$ cat src/rtl/fifo_mc_pkg.sv
// Shared helpers and constants for the single-clock multi-channel FIFO.
package fifo_mc_pkg;

   function automatic int unsigned ptr_w(input int unsigned depth);
      return $clog2(depth);
   endfunction

   function automatic int unsigned ch_w(input int unsigned num_ch);
      return (num_ch > 1) ? $clog2(num_ch) : 1;
   endfunction

   // Pointer type for the default 16-entry channel; the wrap bit sits above the address bits.
   localparam int unsigned DEF_DEPTH = 16;
   typedef logic [$clog2(DEF_DEPTH):0] ptr_t;

   localparam logic FLAG_SET = 1'b1;
   localparam logic FLAG_CLR = 1'b0;

endpackage

$ cat src/rtl/fifo_mc_mem_if.sv
// Write/read request and status bundle of fifo_mc_mem; almost flags exist only with FIFO_MC_ALMOST_FLAGS_EN.
interface fifo_mc_mem_if #(
   parameter int unsigned NUM_CH    = 4,
   parameter int unsigned DATA_SIZE = 8,
   parameter int unsigned CH_SIZE   = (NUM_CH > 1) ? $clog2(NUM_CH) : 1
);
   logic                 w_en;
   logic [CH_SIZE-1:0]   w_ch;
   logic [DATA_SIZE-1:0] data_in;
   logic                 r_en;
   logic [CH_SIZE-1:0]   r_ch;
   logic [DATA_SIZE-1:0] data_out;
   logic                 r_valid;
   logic [NUM_CH-1:0]    full;
   logic [NUM_CH-1:0]    empty;
   logic                 write_error;
   logic                 read_error;
`ifdef FIFO_MC_ALMOST_FLAGS_EN
   logic [NUM_CH-1:0]    almost_full;
   logic [NUM_CH-1:0]    almost_empty;
`endif

   modport master (
`ifdef FIFO_MC_ALMOST_FLAGS_EN
      input  almost_full, almost_empty,
`endif
      output w_en, w_ch, data_in, r_en, r_ch,
      input  data_out, r_valid, full, empty, write_error, read_error
   );

   modport slave (
`ifdef FIFO_MC_ALMOST_FLAGS_EN
      output almost_full, almost_empty,
`endif
      input  w_en, w_ch, data_in, r_en, r_ch,
      output data_out, r_valid, full, empty, write_error, read_error
   );

endinterface

$ cat src/rtl/fifo_ch_ctrl.sv
// One channel's write/read pointers with full/empty decode; FIFO_MC_ALMOST_FLAGS_EN adds registered almost flags.
module fifo_ch_ctrl import fifo_mc_pkg::*; #(
   parameter int unsigned PTR_SIZE = 4
`ifdef FIFO_MC_ALMOST_FLAGS_EN
   ,
   parameter int unsigned AF_LEVEL = (1 << PTR_SIZE) - 2,
   parameter int unsigned AE_LEVEL = 2
`endif
) (
   input  logic              clk,
   input  logic              rst_n,
   input  logic              wr_inc,
   input  logic              rd_inc,
   output logic [PTR_SIZE:0] wptr,
   output logic [PTR_SIZE:0] rptr,
   output logic              full,
   output logic              empty
`ifdef FIFO_MC_ALMOST_FLAGS_EN
   ,
   output logic              almost_full,
   output logic              almost_empty
`endif
);

   localparam int unsigned PW = PTR_SIZE + 1;

   always_ff @(posedge clk or negedge rst_n) begin
      if (!rst_n) begin
         wptr <= '0;
         rptr <= '0;
      end else begin
         if (wr_inc) wptr <= wptr + PW'(1);
         if (rd_inc) rptr <= rptr + PW'(1);
      end
   end

   // Same low bits: equal wrap bits means empty, opposite wrap bits means full.
   assign empty = (wptr == rptr);
   assign full  = (wptr[PTR_SIZE] != rptr[PTR_SIZE]) &&
                  (wptr[PTR_SIZE-1:0] == rptr[PTR_SIZE-1:0]);

`ifdef FIFO_MC_ALMOST_FLAGS_EN
   logic [PTR_SIZE:0] occ;

   assign occ = wptr - rptr;

   always_ff @(posedge clk or negedge rst_n) begin
      if (!rst_n) begin
         almost_full  <= FLAG_CLR;
         almost_empty <= FLAG_SET;
      end else begin
         almost_full  <= (32'(occ) >= AF_LEVEL);
         almost_empty <= (32'(occ) <= AE_LEVEL);
      end
   end
`endif

endmodule

$ cat src/rtl/fifo_mc_mem.sv
// NUM_CH logical FIFOs sharing one storage array, one clock; FIFO_MC_ALMOST_FLAGS_EN adds almost_full/almost_empty.
module fifo_mc_mem import fifo_mc_pkg::*; #(
   parameter int unsigned NUM_CH    = 4,
   parameter int unsigned DEPTH     = 16,
   parameter int unsigned DATA_SIZE = 8,
   parameter int unsigned PTR_SIZE  = ptr_w(DEPTH),
   parameter int unsigned CH_SIZE   = ch_w(NUM_CH),
   parameter int unsigned AF_LEVEL  = DEPTH - 2,
   parameter int unsigned AE_LEVEL  = 2
) (
   input  logic          clk,
   input  logic          rst_n,
   fifo_mc_mem_if.slave  bus
);

   localparam int unsigned PW      = PTR_SIZE + 1;
   localparam int unsigned CH_SPAN = 1 << CH_SIZE;
   localparam int unsigned AW      = CH_SIZE + PTR_SIZE;

   if (DEPTH < 2 || (DEPTH & (DEPTH - 1)) != 0 || PTR_SIZE != ptr_w(DEPTH) ||
       CH_SIZE != ch_w(NUM_CH) || AF_LEVEL > DEPTH || AE_LEVEL > DEPTH) begin : g_bad_cfg
      $error("fifo_mc_mem: inconsistent DEPTH/PTR_SIZE/CH_SIZE or almost-flag level");
   end

   logic [CH_SPAN-1:0]   full_v;
   logic [CH_SPAN-1:0]   empty_v;
   logic [PW-1:0]        wptr_v [CH_SPAN];
   logic [PW-1:0]        rptr_v [CH_SPAN];
   logic [NUM_CH-1:0]    wr_inc;
   logic [NUM_CH-1:0]    rd_inc;
   logic                 w_acc;
   logic                 r_acc;
   logic [AW-1:0]        waddr;
   logic [AW-1:0]        raddr;
   logic [DATA_SIZE-1:0] mem [CH_SPAN*DEPTH];
   logic [DATA_SIZE-1:0] data_out_q;
   logic                 r_valid_q;
   logic                 write_error_q;
   logic                 read_error_q;
`ifdef FIFO_MC_ALMOST_FLAGS_EN
   logic [NUM_CH-1:0]    af_v;
   logic [NUM_CH-1:0]    ae_v;
`endif

   for (genvar c = 0; c < NUM_CH; c++) begin : g_ch
      assign wr_inc[c] = w_acc && (bus.w_ch == CH_SIZE'(c));
      assign rd_inc[c] = r_acc && (bus.r_ch == CH_SIZE'(c));

      fifo_ch_ctrl #(
         .PTR_SIZE (PTR_SIZE)
`ifdef FIFO_MC_ALMOST_FLAGS_EN
         ,
         .AF_LEVEL (AF_LEVEL),
         .AE_LEVEL (AE_LEVEL)
`endif
      ) u_ctrl (
         .clk          (clk),
         .rst_n        (rst_n),
         .wr_inc       (wr_inc[c]),
         .rd_inc       (rd_inc[c]),
         .wptr         (wptr_v[c]),
         .rptr         (rptr_v[c]),
         .full         (full_v[c]),
         .empty        (empty_v[c])
`ifdef FIFO_MC_ALMOST_FLAGS_EN
         ,
         .almost_full  (af_v[c]),
         .almost_empty (ae_v[c])
`endif
      );
   end

   // Unpopulated channel codes look permanently full and empty, so requests to them are rejected.
   for (genvar c = NUM_CH; c < CH_SPAN; c++) begin : g_pad
      assign full_v[c]  = 1'b1;
      assign empty_v[c] = 1'b1;
      assign wptr_v[c]  = '0;
      assign rptr_v[c]  = '0;
   end

   assign w_acc = bus.w_en & ~full_v[bus.w_ch];
   assign r_acc = bus.r_en & ~empty_v[bus.r_ch];
   assign waddr = {bus.w_ch, wptr_v[bus.w_ch][PTR_SIZE-1:0]};
   assign raddr = {bus.r_ch, rptr_v[bus.r_ch][PTR_SIZE-1:0]};

   // Storage is deliberately not reset.
   always_ff @(posedge clk) begin
      if (w_acc) mem[waddr] <= bus.data_in;
   end

   always_ff @(posedge clk or negedge rst_n) begin
      if (!rst_n) begin
         data_out_q    <= '0;
         r_valid_q     <= FLAG_CLR;
         write_error_q <= FLAG_CLR;
         read_error_q  <= FLAG_CLR;
      end else begin
         if (r_acc) data_out_q <= mem[raddr];
         r_valid_q     <= r_acc;
         write_error_q <= bus.w_en & ~w_acc;
         read_error_q  <= bus.r_en & ~r_acc;
      end
   end

   assign bus.data_out    = data_out_q;
   assign bus.r_valid     = r_valid_q;
   assign bus.write_error = write_error_q;
   assign bus.read_error  = read_error_q;
   assign bus.full        = full_v[NUM_CH-1:0];
   assign bus.empty       = empty_v[NUM_CH-1:0];
`ifdef FIFO_MC_ALMOST_FLAGS_EN
   assign bus.almost_full  = af_v;
   assign bus.almost_empty = ae_v;
`endif

endmodule

$ cat src/flat_wrapper.sv
// flat-port wrapper written by rule: the top's interface ports become plain ports
module fifo_mc_mem_flat import fifo_mc_pkg::*;
#(
   parameter int unsigned NUM_CH    = 4,
   parameter int unsigned DEPTH     = 16,
   parameter int unsigned DATA_SIZE = 8,
   parameter int unsigned PTR_SIZE  = ptr_w(DEPTH),
   parameter int unsigned CH_SIZE   = ch_w(NUM_CH),
   parameter int unsigned AF_LEVEL  = DEPTH - 2,
   parameter int unsigned AE_LEVEL  = 2
)
  (clk, rst_n, bus_w_en, bus_w_ch, bus_data_in, bus_r_en, bus_r_ch, bus_data_out, bus_r_valid, bus_full, bus_empty, bus_write_error, bus_read_error);
  fifo_mc_mem_if #(.NUM_CH(NUM_CH), .DATA_SIZE(DATA_SIZE), .CH_SIZE(CH_SIZE)) bus_i ();
  input  logic clk;
  input  logic rst_n;
  input wire logic [$bits(bus_i.w_en)-1:0] bus_w_en;
  input wire logic [$bits(bus_i.w_ch)-1:0] bus_w_ch;
  input wire logic [$bits(bus_i.data_in)-1:0] bus_data_in;
  input wire logic [$bits(bus_i.r_en)-1:0] bus_r_en;
  input wire logic [$bits(bus_i.r_ch)-1:0] bus_r_ch;
  output wire logic [$bits(bus_i.data_out)-1:0] bus_data_out;
  output wire logic [$bits(bus_i.r_valid)-1:0] bus_r_valid;
  output wire logic [$bits(bus_i.full)-1:0] bus_full;
  output wire logic [$bits(bus_i.empty)-1:0] bus_empty;
  output wire logic [$bits(bus_i.write_error)-1:0] bus_write_error;
  output wire logic [$bits(bus_i.read_error)-1:0] bus_read_error;
  assign bus_i.w_en = bus_w_en;
  assign bus_i.w_ch = bus_w_ch;
  assign bus_i.data_in = bus_data_in;
  assign bus_i.r_en = bus_r_en;
  assign bus_i.r_ch = bus_r_ch;
  assign bus_data_out = bus_i.data_out;
  assign bus_r_valid = bus_i.r_valid;
  assign bus_full = bus_i.full;
  assign bus_empty = bus_i.empty;
  assign bus_write_error = bus_i.write_error;
  assign bus_read_error = bus_i.read_error;
  fifo_mc_mem #(.NUM_CH(NUM_CH), .DEPTH(DEPTH), .DATA_SIZE(DATA_SIZE), .PTR_SIZE(PTR_SIZE), .CH_SIZE(CH_SIZE), .AF_LEVEL(AF_LEVEL), .AE_LEVEL(AE_LEVEL)) u_core (.clk(clk), .rst_n(rst_n), .bus(bus_i));
endmodule
$ cat config.mk
export PLATFORM = sky130hd
export DESIGN_NAME = fifo_mc_mem_flat
export DESIGN_NICKNAME = d
export VERILOG_FILES = /design/src/rtl/fifo_mc_pkg.sv /design/src/rtl/fifo_mc_mem_if.sv /design/src/rtl/fifo_ch_ctrl.sv /design/src/rtl/fifo_mc_mem.sv /design/src/flat_wrapper.sv
export SDC_FILE = /design/constraint.sdc
export NUM_CORES = 1
export LEC_CHECK = 0
export BUFFER_PORTS_ARGS = -buffer_cell sky130_fd_sc_hd__buf_2
export CAP_MARGIN = 5
export CORE_UTILIZATION = 30
export DETAILED_ROUTE_END_ITERATION = 16
export PLACE_DENSITY_LB_ADDON = 0.12
export RECOVER_POWER = 100
export SYNTH_ARGS = -nofsm -noshare
export SYNTH_HDL_FRONTEND = slang
export SYNTH_HIERARCHICAL = 1
export SYNTH_SLANG_ARGS = --single-unit
$ cat constraint.sdc
create_clock -name clk -period 2.73 [get_ports clk]
set_clock_uncertainty 0.05 [all_clocks]
set_input_delay 0.546 -clock clk [delete_from_list [all_inputs] [get_ports clk]]
set_output_delay 0.546 -clock clk [all_outputs]
set_load 0.005 [all_outputs]
==> flow_summary.json, run 1 <==
{
  "max_clock_freq_ghz": 0.344,
  "clk_pin_slew_ns": 0.06,
  "ys_types": 55,
  "vdd_drop_max_uv": 605,
  "area_growth_pct": 26.6,
  "arrival_ns": 3.39,
  "hpwlAfterDp_um": 43700,
  "p_leak_nw": 9.71,
  "worst_slew_pin_slew_ns": 1.68,
  "coreArea_mm2": 0.0746,
  "vias_per_cell": 4.91,
  "setup_viol": 8,
  "synth-seq-area-share": 0.736,
  "post-route-util": 0.384,
  "cts_max_level": 2,
  "drtPass1Iterations": 5,
  "syn_inst": 1262,
  "status": "finished, violations left",
  "synth_edf_count": 512,
  "postRouteAntennaNets": 0,
  "grt_pass1_wl_um": 94700,
  "drt_iter0_markers": 1163,
  "rsz0062_at_grt": "yes",
  "grt_antenna_before_repair": 4,
  "cts_buffer_depth": 3,
  "end_kind": "flip-flop",
  "min_period_over_period": 1.07,
  "period_minus_slack_ns": 2.91,
  "drt_wl_total_um": 65300,
  "die_h_um": 277,
  "drc": 0,
  "violations": "max-capacitance violations, max-slew violations, negative setup slack",
  "grt-ovfl-total": 0,
  "drv_cap": 5,
  "grt_pass1_vias": 13100,
  "grt_max_degree": 65,
  "power_density_mw_per_mm2": 1030,
  "clock_tree.root_cell": "clkbuf_16",
  "die_x_um": 277,
  "final_common_cell": "edfxtp_1",
  "cts_buffers": 61,
  "fill_cells": 6910,
  "critPathMaxFanout": 8,
  "cp-start-kind": "flip-flop",
  "row_count": 100,
  "io_pins": 35,
  "syn_area_per_cell_um2": 17.9,
  "yosys_warnings": 6,
  "globalplace.congestion": 0.804,
  "syn_nets": 1286,
  "port_buffers": 34,
  "wire_per_inst_um": 25.2,
  "required_ns": 3.21,
  "syn_area_mm2": 0.0226,
  "final_cell_mix": "512 x edfxtp_1, 207 x buf_4, 86 x mux4_2",
  "drv_slew": 324,
  "path_class": "flip-flop to flip-flop",
  "track_usage": 0.171,
  "cts.sinks": 563,
  "p_total_mw": 29.6,
  "worst_slack_ns": -0.181,
  "hp-class": "input pin to flip-flop",
  "drive_above_1_share": 0.363,
  "cts_tree": "done",
  "start_util": 0.304,
  "die_area_mm2": 0.0766,
  "synth-seq-cells": 563,
  "synth-main-ff-cell": "edfxtp_1",
  "max_slew_margin": -0.119,
  "vias": 12700,
  "clock_latency_ns": 0.65,
  "final_nets": 1592,
  "hold_violations": 0,
  "ys_async_sr_fraction": 0.0906
}
==> sequential cells by signal, summed over array words and instances, names as in the netlist <==
signal,count
u_core/g_ch.u_ctrl/rptr,20
u_core/bus.r_valid,1
u_core/bus.write_error,1
u_core/bus.read_error,1
u_core/g_ch.u_ctrl/wptr,20
u_core/mem,512
u_core/bus.data_out,8
==> area by class of cell <==
cell class              count  area [um2]  share of cell area
repair buffers            301        2570              0.0897
multi-input cells         638        6120               0.214
inverters                   3        15.0            0.000524
well taps                 969        1210              0.0423
clock inverters            42         497              0.0173
diodes                      1        2.50           0.0000873
flip-flops and latches    563       16700               0.581
clock buffers              74        1600              0.0557
==> through the flow <==
| step | setup WS [ns] | cell area, um2 | instances | hold WS [ns] | TNS [ns] |
|---|---|---|---|---|---|
| 2_1_floorplan | 0.00548 | 22700 | 1262 | 0.200 | 0 |
| 3_3_place_gp | -0.712 | 25900 | 2443 | 0.502 | -47.50 |
| 3_5_place_dp | -0.736 | 25900 | 2443 | 0.513 | -40.95 |
| 4_1_cts | -0.174 | 28600 | 2586 | 0.0989 | -1.21 |
| 5_1_grt | -0.242 | 28700 | 2590 | 0.121 | -4.19 |
| 6_report | -0.181 | 28700 | 2591 | 0.141 | -0.952 |
==> routing by layer <==
metal  share of wire  GRT usage
met1            0.46      0.242
met2            0.47      0.272
met3           0.046     0.0274
met4           0.020     0.0480
met5               0          0
==> cells by family after synthesis <==
group	synth area share
flops	0.736
simple gates	0.0585
mux	0.122
compound gates	0.0441
buf+inv	0.0150
xor+xnor	0.0201
fa+ha+maj	0.00442
==> worst max-delay path, cell delays in order, from the launching register on <==
cell and delay, ns:
dfrtp_1 0.42, mux4_4 0.72, buf_12 0.21, buf_16 0.15
mux4_2 0.44, a22oi_2 0.23, nand4_1 0.24, o32a_1 0.34
==> report_power, final <==
group | internal, mW | switching (mW) | total [mW]
registers | 9.96 | 0.352 | 10.3
clock network | 5.04 | 3.50 | 8.54
logic | 5.07 | 5.69 | 10.8
total | 20.1 | 9.55 | 29.6
==> path summary, 6_finish.rpt <==
| kind | start | to | slack (ns) | depth (start not counted) |
|---|---|---|---|---|
| setup / recovery | u_core/g_ch[2].u_ctrl/rptr[0] | u_core/bus.data_out[4] | -0.18 | 7 |
| hold / removal | bus_w_en | u_core/bus.write_error | 0.14 | 2 |
| max in group asynchronous | rst_n | u_core/g_ch[1].u_ctrl/rptr[0] | 0.27 | 3 |
| setup reg to reg | u_core/g_ch[2].u_ctrl/rptr[0] | u_core/bus.data_out[4] | -0.18 | 7 |
| hold reg to reg | u_core/g_ch[1].u_ctrl/wptr[4] | u_core/g_ch[1].u_ctrl/wptr[4] | 0.52 | 2 |
| min in group asynchronous | rst_n | u_core/g_ch[2].u_ctrl/rptr[4] | 0.72 | 2 |
==> Yosys cell counts, types with 2 or more instances <==
library cell,number,area share
a211oi_1,25,0.0083
a21oi_1,19,0.0042
a221oi_1,6,0.0023
a22o_1,3,0.0012
a22oi_1,30,0.0099
a311oi_1,14,0.0054
a31oi_1,14,0.0039
and2_1,4,0.0011
and4b_1,2,0.00088
buf_1,5,0.00083
buf_2,22,0.0049
buf_4,3,0.00099
buf_6,6,0.0030
clkbuf_1,20,0.0033
dfrtp_1,51,0.056
edfxtp_1,512,0.68
ha_1,8,0.0044
inv_1,2,0.00033
mux2_2,21,0.010
mux2i_1,54,0.024
mux4_2,88,0.088
nand2_1,86,0.014
nand2b_1,7,0.0019
nand3_1,12,0.0027
nand4_1,27,0.0075
nor2_1,83,0.014
nor2b_1,32,0.0088
nor3_1,7,0.0015
nor3b_1,6,0.0020
nor4_1,3,0.00083
nor4bb_1,2,0.00088
o21ai_0,4,0.00088
o221ai_1,7,0.0027
o22a_1,3,0.0012
o22ai_1,3,0.00083
o32a_1,2,0.00088
xnor2_1,40,0.015
xor2_1,12,0.0046
==> repair_timing <==
action,4_1_cts,5_1_grt
hold buffers,1,0
pin swaps,18,9
setup endpoints to repair,67,93
gates resized for setup,84,42
endpoints found under the hold margin,23,0
cloned,3,0
buffers inserted,23,5
(Power assumes the default switching activity.)
==> run 2, diff against run 1 <==
CORE_UTILIZATION = 35   (was 30)
==> run 2 against run 1 <==
  * The run still ends with max-capacitance violations, max-slew violations, negative setup slack left
  * Largest power group unchanged
  * Cell area is 0.27% higher
  * First-iteration DRC count fell by 7.2%
  * Clock-buffer cell count grew 5
  * Highest routed layer unchanged
  * Via count up 2.3%
  * Critical path type unchanged
  * Critical path depth grew 1
  * Clock power fell by 2.9%
  * Die area down 14%
  * Non-clock buffer count grew 32
  * Largest cell class unchanged
  * Setup slack worse by 0.097 ns
==> flow_summary.json, run 2 (synthesized netlist as in run 1, its figures left out) <==
{
  "status": "finished, violations left",
  "violations": "max-capacitance violations, max-slew violations, negative setup slack",
  "use_met3": 0.0331,
  "rsz0062_at_grt": "yes",
  "place_area_mm2": 0.0259,
  "hpwlAfterDp_um": 41600,
  "grt_pass1_vias": 13200,
  "final_nets": 1624,
  "grtUsageMet1": 0.266,
  "clk_pin_slew_ns": 0.06,
  "worst_slack_ns": -0.277,
  "drc": 0,
  "globalplace.congestion": 0.826,
  "final_area_mm2": 0.0287,
  "p_total_mw": 30.0,
  "port_buffers": 34,
  "final_cell_count_no_fill": 2496,
  "grt_busiest_layer": "met2",
  "p_leak_nw": 9.87,
  "row_count": 92,
  "drv_cap": 4,
  "drtPass1Iterations": 5,
  "die_area_mm2": 0.0657,
  "regArea_mm2": 0.0167,
  "holdWs_ns": 0.138,
  "area_growth_pct": 27.0,
  "min_period_over_period": 1.10,
  "top_register": "u_core/mem",
  "largest_register_ffs": 512,
  "cts_buffer_depth": 3,
  "cts_tree": "done",
  "wire_per_inst_um": 25.9,
  "clock_latency_ns": 0.62,
  "die_x_um": 256,
  "path_class": "flip-flop to flip-flop",
  "grt-ovfl-total": 0,
  "grt_pass1_wl_um": 93500,
  "required_ns": 3.19,
  "max_clock_freq_ghz": 0.333,
  "cts_max_level": 2,
  "hold_violations": 0,
  "setup_tns_ns": -3.09,
  "period_minus_slack_ns": 3.01,
  "setup_viol": 66,
  "io_pins": 35,
  "hp-class": "input pin to flip-flop",
  "grt_max_degree": 65,
  "fill_cells": 5589,
  "worst_slew_pin_slew_ns": 1.64,
  "track_usage": 0.197,
  "use_met2": 0.321,
  "multi_input_area_mm2": 0.00613,
  "clock_tree.root_cell": "clkbuf_16",
  "drt_iter0_markers": 1079,
  "postRouteAntennaNets": 0,
  "max_slew_margin": -0.0935,
  "final_common_cell": "edfxtp_1",
  "drt_wl_total_um": 64600,
  "vias_per_cell": 5.21,
  "drv_slew": 185,
  "vias": 13000,
  "top_regs": "u_core/mem: 512 flops, u_core/g_ch.u_ctrl/rptr: 20 flops, u_core/g_ch.u_ctrl/wptr: 20 flops",
  "cts_buffers": 61,
  "final_cell_mix": "512 x edfxtp_1, 214 x buf_4, 86 x mux4_2",
  "critPathMaxFanout": 8,
  "end_kind": "flip-flop",
  "coreArea_mm2": 0.0635,
  "placed_cells": 2349,
  "die_h_um": 256,
  "arrival_ns": 3.47,
  "cts.sinks": 563,
  "cp-start-kind": "flip-flop",
  "vdd_drop_max_uv": 502,
  "start_util": 0.356,
  "grt_antenna_before_repair": 0,
  "power_density_mw_per_mm2": 1040,
  "drive_above_1_share": 0.364
}
## run 2: cell count changes in the layout (fill, tap and decap cells not counted), sizes merged
cell	before	now
clkbuf	100	131
clkinvlp	4	2
inv	2	4
buf	273	279
bufinv	9	7
clkinv	30	23
## run 2: area by class of cell
class	count	share of cell area
clock inverter	33	0.0121
multi-input combinational	638	0.213
timing repair buffer	333	0.100
tap	846	0.0368
inverter	3	0.000566
clock buffer	79	0.0576
sequential	563	0.579
antenna	1	0.0000871
## run 2: where the power goes
group	internal, mW	total, mW	switching (mW)	leakage [nW]
Combinational	5.49	11.3	5.84	3.65
Clock	4.91	8.29	3.38	0.983
Sequential	9.95	10.4	0.402	5.24
## run 2: what timing repair did
item / in CTS / in global routing
buffers inserted: 18 / 8
gates resized for setup: 75 / 58
pin swaps: 36 / 25
setup endpoints to repair: 35 / 12
cloned: 6 / 3
hold buffers: 1 / 0
hold endpoints to repair: 26 / 0
## run 2: path summary, 6_finish.rpt
check                                               from                            end  slack (ns)  depth (start not counted)
hold / removal                                  bus_r_en          u_core/bus.read_error        0.14                          2
max in group asynchronous                          rst_n         u_core/bus.data_out[2]        0.47                          3
setup / recovery           u_core/g_ch[2].u_ctrl/rptr[0]         u_core/bus.data_out[6]       -0.28                          8
hold reg to reg            u_core/g_ch[1].u_ctrl/wptr[4]  u_core/g_ch[1].u_ctrl/wptr[4]        0.44                          1
setup reg to reg           u_core/g_ch[2].u_ctrl/rptr[0]         u_core/bus.data_out[6]       -0.28                          8
min in group asynchronous                          rst_n  u_core/g_ch[0].u_ctrl/wptr[4]        0.83                          2
## run 2: metrics by stage
stage | worst slack [ns] | utilization
5_1_grt | -0.318 | 0.452
3_5_place_dp | -0.826 | 0.408
4_1_cts | -0.250 | 0.450
2_1_floorplan | 0.00548 | -
3_3_place_gp | -0.809 | 0.408
6_report | -0.277 | 0.452
## run 2: critical path, cell delays in order, from the launching register on
cell	delay (ns)
dfrtp_1	0.42
mux4_4	0.69
buf_6	0.17
buf_12	0.14
buf_12	0.13
mux4_2	0.47
a22oi_2	0.17
nand4_1	0.25
o32a_1	0.40
## run 2: routing by layer
metal	part of all wire	routed length, um	vias to the layer above
met5	0	0	-
met1	0.44	28300	6861
met3	0.046	3000	95
met2	0.49	31400	304
met4	0.030	1940	0
li1	-	-	5744
==> run 3, diff against run 2 <==
SKIP_CTS_REPAIR_TIMING = 1   (was default)
SLEW_MARGIN = 20   (was default)
clock period = 3.3 ns   (was 2.73 ns; I/O delays follow)
==> run 3 against run 2 <==
  * The flow finishes with violations (max-capacitance violations, max-slew violations)
  * First-iteration DRC count is 11% lower
  * Combinational power is 37% lower
  * Clock-buffer cell count is 12 higher
  * Fmax is 5.0% lower
  * Sequential power is 17% lower
  * Clock power is 18% lower
  * Largest power group is now sequential cells
==> flow_summary.json, run 3 (synthesized netlist as in run 1, its figures left out) <==
{
  "coreArea_mm2": 0.0635,
  "crit_buf_inv": 3,
  "p_leak_nw": 8.87,
  "hold_violations": 0,
  "top_register": "u_core/mem",
  "vias": 12500,
  "drv_cap": 5,
  "grt_max_degree": 65,
  "cts_tree": "done",
  "r2r_cells": 9,
  "max_stage_delay_ns": 0.70,
  "fill_cells": 5817,
  "die_x_um": 256,
  "cts_buffer_depth": 3,
  "setup_viol": 0,
  "n_antenna_cell": 0,
  "start_util": 0.356,
  "worst_slack_ns": 0.135,
  "status": "finished, violations left",
  "clk_pin_slew_ns": 0.06,
  "wire_per_inst_um": 25.5,
  "whs_path_depth": 1,
  "max_slew_margin": -0.859,
  "final_area_mm2": 0.0269,
  "final_cell_mix": "512 x edfxtp_1, 117 x clkbuf_1, 97 x buf_4",
  "arrival_ns": 3.56,
  "area_growth_pct": 18.6,
  "cp-start-kind": "flip-flop",
  "rsz0062_at_grt": "no",
  "worst_slew_pin_slew_ns": 2.79,
  "grt_pass1_wl_um": 90000,
  "r2r-start": "u_core/g_ch[1].u_ctrl/rptr[1]",
  "path_class": "flip-flop to flip-flop",
  "violations": "max-capacitance violations, max-slew violations",
  "cp_slowest_cell": "mux4_4",
  "r2r_slack_ns": 0.14,
  "track_usage": 0.190,
  "path_depth": 9,
  "drt_wl_total_um": 61400,
  "drc": 0,
  "grt_antenna_before_repair": 2,
  "critPathMaxFanout": 27,
  "vias_per_cell": 5.21,
  "cts_max_level": 3,
  "period_minus_slack_ns": 3.16,
  "io_pins": 35,
  "top_regs": "u_core/mem: 512 flops, u_core/g_ch.u_ctrl/rptr: 20 flops, u_core/g_ch.u_ctrl/wptr: 20 flops",
  "max_clock_freq_ghz": 0.316,
  "power_density_mw_per_mm2": 838,
  "grtUsageMet1": 0.263,
  "crit_top_cell": "buf_4",
  "use_met2": 0.301,
  "grt_busiest_layer": "met2",
  "use_met3": 0.0407,
  "path_cells": "mux4_4 -> buf_12 -> buf_4 -> mux4_2 -> a22oi_1 -> nand4_1 -> a211oi_1 -> buf_4 -> o221ai_1",
  "crit_path_start": "u_core/g_ch[1].u_ctrl/rptr[1]",
  "drv_slew": 189,
  "row_count": 92,
  "port_buffers": 34,
  "required_ns": 3.69,
  "place_area_mm2": 0.0252,
  "grt_pass1_vias": 12800,
  "die_area_mm2": 0.0657,
  "multi_input_area_mm2": 0.00566,
  "cp_top_family": "multiplexers",
  "final_common_cell": "edfxtp_1",
  "cts.sinks": 563,
  "clock_tree.root_cell": "clkbuf_16",
  "vdd_drop_max_uv": 352,
  "largest_register_ffs": 512,
  "globalplace.congestion": 0.827,
  "clock_latency_ns": 0.58,
  "r2r_end": "u_core/bus.data_out[1]",
  "cts_buffers": 66,
  "pre_cts_ws_ns": -0.362,
  "regArea_mm2": 0.0167,
  "hpwlAfterDp_um": 40700,
  "final_nets": 1534,
  "drt_iter0_markers": 957,
  "drive_above_1_share": 0.216,
  "hp-class": "input pin to flip-flop",
  "grt-ovfl-total": 0,
  "min_period_over_period": 0.959,
  "drtPass1Iterations": 5,
  "postRouteAntennaNets": 0,
  "die_h_um": 256,
  "worstSetupEndpoint": "u_core/bus.data_out[1]",
  "holdWs_ns": 0.249,
  "end_kind": "flip-flop"
}
[run 3: changes by cell type in the layout (fill, tap and decap cells not counted), moves of 7 or more]
cell      delta
a211oi_1     +9
a211oi_2     -8
a21oi_1      +7
a22oi_1     +22
a22oi_2     -22
buf_12      -16
buf_16       -8
buf_2       -12
buf_4      -117
clkbuf_1    +73
nor2_1      +12
nor2_2      -12
[run 3: final cells by class]
class                           count  share of cell area
Multi-Input combinational cell    638               0.211
Clock inverter                     24             0.00662
Inverter                            3            0.000419
Sequential cell                   563               0.620
Tap cell                          846              0.0394
Clock buffer                       91              0.0677
Timing Repair Buffer              238              0.0552
[run 3: worst min path at each step]
stage	from	end	slack [ns]
after floorplan	rst_n	u_core/bus.data_out[0]	0.31
after global placement	u_core/g_ch[2].u_ctrl/rptr[4]	u_core/g_ch[2].u_ctrl/rptr[4]	0.43
after CTS	rst_n	u_core/bus.data_out[7]	0.18
final	bus_data_in[1]	u_core/mem[28][1]	0.25
after global routing	bus_data_in[1]	u_core/mem[28][1]	0.23
after detailed placement	u_core/g_ch[3].u_ctrl/wptr[4]	u_core/g_ch[3].u_ctrl/wptr[4]	0.43
[run 3: through the flow]
stage / total power [mW] / std cells / util / setup TNS, ns
after floorplan: 12.8 / 1262 / - / 0
after global placement: 16.1 / 2288 / 0.397 / -1.18
after detailed placement: 16.1 / 2288 / 0.397 / -1.18
after CTS: 22.9 / 2403 / 0.429 / 0
after global routing: 23.5 / 2403 / 0.423 / 0
final: 22.5 / 2403 / 0.423 / 0
[run 3: worst register-to-register path, stage by stage (launching register included)]
cell and delay, ns:
dfrtp_1 0.48, mux4_4 0.70, buf_12 0.22, buf_4 0.19, mux4_2 0.30, a22oi_1 0.38
nand4_1 0.15, a211oi_1 0.30, buf_4 0.16, o221ai_1 0.10
[run 3: power breakdown]
| part | leakage [nW] | switching (mW) | internal, mW |
|---|---|---|---|
| sequential | 5.24 | 0.413 | 8.24 |
| clock | 0.977 | 2.82 | 3.94 |
| combinational | 2.66 | 3.96 | 3.14 |
| total | 8.87 | 7.19 | 15.3 |
[run 3: layer usage]
layer,part of all wire,vias up
met2,0.47,301
met1,0.45,6548
met5,0.00013,-
met3,0.054,87
li1,-,5576
met4,0.025,2
